--- config.mk ---
export PLATFORM = sky130hd
export DESIGN_NAME = max_pool_2x2_stream
export DESIGN_NICKNAME = d
export VERILOG_FILES = /design/src/rtl/max_pool_2x2_stream.sv
export SDC_FILE = /design/constraint.sdc
export NUM_CORES = 1
export LEC_CHECK = 0
export ABC_AREA = 1
export CAP_MARGIN = 10
export CORE_UTILIZATION = 40
export CTS_CLUSTER_DIAMETER = 40
export DETAILED_ROUTE_END_ITERATION = 10
export GPL_TIMING_DRIVEN = 0
export HOLD_SLACK_MARGIN = 0.03
export PLACE_DENSITY = 0.61
export RECOVER_POWER = 25
export SKIP_CTS_REPAIR_TIMING = 1
export SYNTH_ARGS = -nofsm -noshare
export SYNTH_HDL_FRONTEND = slang
export SYNTH_SLANG_ARGS = --single-unit
--- constraint.sdc ---
create_clock -name clk -period 5.2 [get_ports clk]
set_input_delay 0.78 -clock clk [delete_from_list [all_inputs] [get_ports clk]]
set_output_delay 0.78 -clock clk [all_outputs]
set_load 0.005 [all_outputs]
--- src/rtl/max_pool_2x2_stream.sv ---
// 2x2 stride-2 max pooling over a raster-order pixel stream.
// Even rows leave one horizontal pair maximum per window in a half-width line buffer.
// Odd rows combine their pair maximum with that entry and emit one pooled pixel.
module max_pool_2x2_stream #(
    parameter int IMG_Width  = 4,
    parameter int IMG_Height = 4,
    parameter int Datawidth  = 32,
    parameter bit SIGNED     = 1'b1
) (
    input  logic                 clk,
    input  logic                 rst,
    input  logic                 valid_in,
    input  logic [Datawidth-1:0] In,
    output logic                 valid_out,
    output logic [Datawidth-1:0] Out,
    output logic                 frame_done
);

    localparam int HalfW = IMG_Width / 2;
    localparam int ColW  = $clog2(IMG_Width);
    localparam int RowW  = $clog2(IMG_Height);
    localparam int IdxW  = (ColW > 1) ? ColW - 1 : 1;

    // Reject frame geometries that cannot be tiled by 2x2 windows.
    if ((IMG_Width < 2) || ((IMG_Width % 2) != 0)) begin : g_bad_width
        $error("max_pool_2x2_stream: IMG_Width must be even and >= 2");
    end
    if ((IMG_Height < 2) || ((IMG_Height % 2) != 0)) begin : g_bad_height
        $error("max_pool_2x2_stream: IMG_Height must be even and >= 2");
    end

    logic [ColW-1:0]      col_q, col_d;
    logic [RowW-1:0]      row_q, row_d;
    logic [Datawidth-1:0] pair_q, pair_d;
    logic [Datawidth-1:0] out_q, out_d;
    logic                 valid_q, valid_d;
    logic                 done_q, done_d;
    logic [Datawidth-1:0] line_buf_q [HalfW];

    logic                 col_last, row_last;
    logic                 lb_we;
    logic [IdxW-1:0]      lb_idx;
    logic [Datawidth-1:0] pair_max;

    function automatic logic [Datawidth-1:0] max_f(input logic [Datawidth-1:0] a,
                                                   input logic [Datawidth-1:0] b);
        if (SIGNED) begin
            return ($signed(a) > $signed(b)) ? a : b;
        end
        return (a > b) ? a : b;
    endfunction

    // Next-state: raster counters, pair register, line-buffer write and pooled output.
    always_comb begin
        col_last = (col_q == ColW'(IMG_Width - 1));
        row_last = (row_q == RowW'(IMG_Height - 1));
        lb_idx   = IdxW'(col_q >> 1);
        pair_max = max_f(pair_q, In);
        col_d    = col_q;
        row_d    = row_q;
        pair_d   = pair_q;
        out_d    = out_q;
        valid_d  = 1'b0;
        done_d   = 1'b0;
        lb_we    = 1'b0;
        if (valid_in) begin
            col_d = col_last ? '0 : col_q + ColW'(1);
            if (col_last) begin
                row_d = row_last ? '0 : row_q + RowW'(1);
            end
            if (!col_q[0]) begin
                pair_d = In;
            end else if (!row_q[0]) begin
                lb_we = 1'b1;
            end else begin
                out_d   = max_f(line_buf_q[lb_idx], pair_max);
                valid_d = 1'b1;
                done_d  = col_last && row_last;
            end
        end
    end

    // Control and output registers with synchronous reset.
    always_ff @(posedge clk) begin
        if (rst) begin
            col_q   <= '0;
            row_q   <= '0;
            pair_q  <= '0;
            out_q   <= '0;
            valid_q <= 1'b0;
            done_q  <= 1'b0;
        end else begin
            col_q   <= col_d;
            row_q   <= row_d;
            pair_q  <= pair_d;
            out_q   <= out_d;
            valid_q <= valid_d;
            done_q  <= done_d;
        end
    end

    // Line buffer needs no reset: every entry is rewritten on each even row before use.
    always_ff @(posedge clk) begin
        if (lb_we) begin
            line_buf_q[lb_idx] <= pair_max;
        end
    end

    assign valid_out  = valid_q;
    assign Out        = out_q;
    assign frame_done = done_q;

endmodule

==> impl_metrics.json <==
{
  "status": "finished, violations left",
  "violations": "capacitance limit",
  "io_pins": 69,
  "diodes": 0,
  "synth_top_area_share_pct": 23.8,
  "die_area_um2": 20800,
  "synth_warnings": 0,
  "critPathRequiredTime_ns": 5.48,
  "power_per_cell_area_nw_per_um2": 342,
  "setup_ws_ns": 0.416,
  "min_path_type": "flip-flop to flip-flop",
  "syn2layout_area_growth_pct": 21.1,
  "final_nets": 1196,
  "finalHoldViolCount": 0,
  "finalPower_mw": 3.35,
  "slew_headroom_pct": 1.20,
  "multi_input_area_um2": 3800,
  "ant_nets": 0,
  "rsz0062_at_grt": "false",
  "fin_crit_sh_pct": 92.0,
  "dpl.cell_count": 1341,
  "fin_tns_setup_ns": 0,
  "ys_types": 33,
  "utilization_pct": 49.8,
  "insertion_delay_ns": 0.42,
  "coreArea_um2": 19700,
  "clock-root-buffer": "clkbuf_16",
  "drv_cap": 1,
  "grt_use_total_pct": 22.1,
  "clkTransAtPathRegs_ns": 0.06,
  "r2r_start": "pair_q[31]$_SDFFE_PP0P_",
  "synthTopCellsByArea": "edfxtp_1, dfxtp_1, nand2_1, ha_1, inv_1",
  "ff_latch_area_um2": 3340,
  "cp_max_fo": 10,
  "cts_tree": "done",
  "grt_overflow": 0,
  "routabilityCongestion": 0.897,
  "io_buffers": 67,
  "holdWs_ns": 0.468,
  "cts_made_buffers": 17,
  "drive_above_1_share_pct": 12.5,
  "clock_path_buffers": 2,
  "place_hpwl_um": 17400,
  "tightest_slew_ns": 1.48,
  "placed_area_um2": 9160,
  "die_w_um": 144,
  "syn_avg_cell_area_um2": 8.06,
  "wl_per_cell_um": 15.7,
  "wirelength_um": 21600,
  "min_period_ns": 4.78,
  "htree_num_levels": 4,
  "yosysTopAreaCell": "edfxtp_1",
  "slew_violations": 0,
  "final_area_um2": 9790,
  "start_util_pct": 41.1,
  "seq_area_frac_synth_pct": 41.4,
  "grt_max_degree": 17,
  "grt_pass1_vias": 6377,
  "ir_worst_vdd_uv": 262,
  "first_pass_iters": 5,
  "startpoint_type": "primary input",
  "antenna_found_initial": 0,
  "drc_errors": 0,
  "finalSetupViolations": 0,
  "stdcell_count": 1373,
  "arrival_ns": 5.06,
  "drt-initial-drc-count": 441,
  "endpoint_kind": "flip-flop",
  "num_rows": 51,
  "synthCells": 1003,
  "worstSetupPathType": "primary input to flip-flop",
  "syn-cell-area_um2": 8080,
  "fmax_mhz": 209,
  "leakage_nw": 4.33,
  "syn-num-nets": 1104,
  "fin_worst_skew_ns": 0.00827,
  "cts_sinks": 135,
  "die_h_um": 144,
  "via_count": 6763,
  "dp_slack_ns": -0.0229,
  "startpoint": "In[21]",
  "grt_pass1_wl_um": 34200,
  "synth-seq-cells": 135,
  "via_per_inst": 4.93,
  "min_from": "Out[31]$_SDFFE_PP0P_",
  "fillers": 1949
}
## where the power goes
group | switching, mW | internal, mW
clock | 0.465 | 0.839
sequential | 0.0240 | 1.18
combinational | 0.545 | 0.301
## worst paths after layout
kind	endpoint	slack [ns]	cells past startpoint
setup / recovery	Out[21]$_SDFFE_PP0P_	0.42	27
setup reg to reg	Out[21]$_SDFFE_PP0P_	1.05	25
hold / removal	Out[31]$_SDFFE_PP0P_	0.47	2
hold reg to reg	Out[31]$_SDFFE_PP0P_	0.47	2
## cell usage after synthesis
library cell	count
a211oi_1	33
a21boi_0	1
a21o_1	1
a21oi_1	29
a21oi_2	33
and3_1	1
buf_1	2
buf_12	3
buf_2	13
buf_4	6
clkbuf_1	27
clkinv_1	30
dfxtp_1	71
edfxtp_1	64
ha_1	66
inv_1	147
mux2i_1	1
nand2_1	225
nand2_2	36
nand2_4	1
nand3_1	37
nand3_2	1
nand3_4	3
nand4_1	68
nand4_2	2
nor2_1	52
nor2_2	3
nor2_4	2
nor3_1	1
nor3_2	1
nor3b_1	2
o21a_1	3
o21ai_0	38
## per-layer routing
metal / GRT usage (%) / up-vias / routed length, um
met4: 5.93 / 0 / 303
met5: 0 / - / 0
met1: 30.8 / 3096 / 10200
met2: 35.2 / 157 / 9770
met3: 3.68 / 22 / 1280
li1: - / 3488 / -
## cells in the final DEF, fill, tap and decap left out, drive strengths merged
cell type,count
a21boi,1
clkinv,35
clkdlybuf4s50,32
clkinvlp,2
nand2,262
o21a,3
bufinv,3
buf,27
a21o,1
inv,147
ha,66
edfxtp,64
nor3,2
a21oi,62
mux2i,1
nand3,41
nand4,70
o21ai,38
and3,1
nor3b,2
dlygate4sd3,35
a211oi,33
nor2,57
clkbuf,52
dfxtp,71
## final cells by class
cell class / instances / area share (%)
Clock inverter: 10 / 1.41
Clock buffer: 22 / 5.19
Inverter: 177 / 6.79
Timing Repair Buffer: 73 / 7.46
Multi-Input combinational cell: 640 / 38.8
Tap cell: 265 / 3.39
Buffer: 51 / 2.85
Sequential cell: 135 / 34.1
## cell families (layout without fill, tap and decap cells)
kind of cell | after synthesis | count (layout) | synth area share, %
mux | 1 | 1 | 0.124
flops | 135 | 135 | 41.4
simple gates | 435 | 435 | 25.4
compound gates | 138 | 138 | 11.3
fa+ha+maj | 66 | 66 | 10.2
buf+inv | 228 | 333 | 11.7
## flip-flops by register name, summed over array words and instances (netlist names), named ones only
| name | flops |
|---|---|
| row_q | 2 |
| frame_done | 1 |
| col_q | 2 |
| Out | 32 |
| line_buf_q | 64 |
| valid_out | 1 |
| pair_q | 32 |
## critical path: stages
cell and delay (ns):
clkdlybuf4s50_1 0.56, inv_1 0.10, ha_1 0.30, nand2_1 0.05, nor2_1 0.13, nand4_1 0.15, nor2_4 0.14, nand4_2 0.23
nand3_4 0.25, buf_12 0.16, nand2_2 0.06, nand2_1 0.17, inv_1 0.07, ha_1 0.30, nand2_1 0.07, nor2_1 0.19
a21boi_0 0.24, nor2_1 0.08, nand3_1 0.08, nand2_2 0.08, nand2_2 0.08, nand2_4 0.08, nand3_4 0.10, buf_2 0.22
nand3_1 0.17, nand2_1 0.15, a21oi_2 0.06
Power figures use the tool's default switching activity.
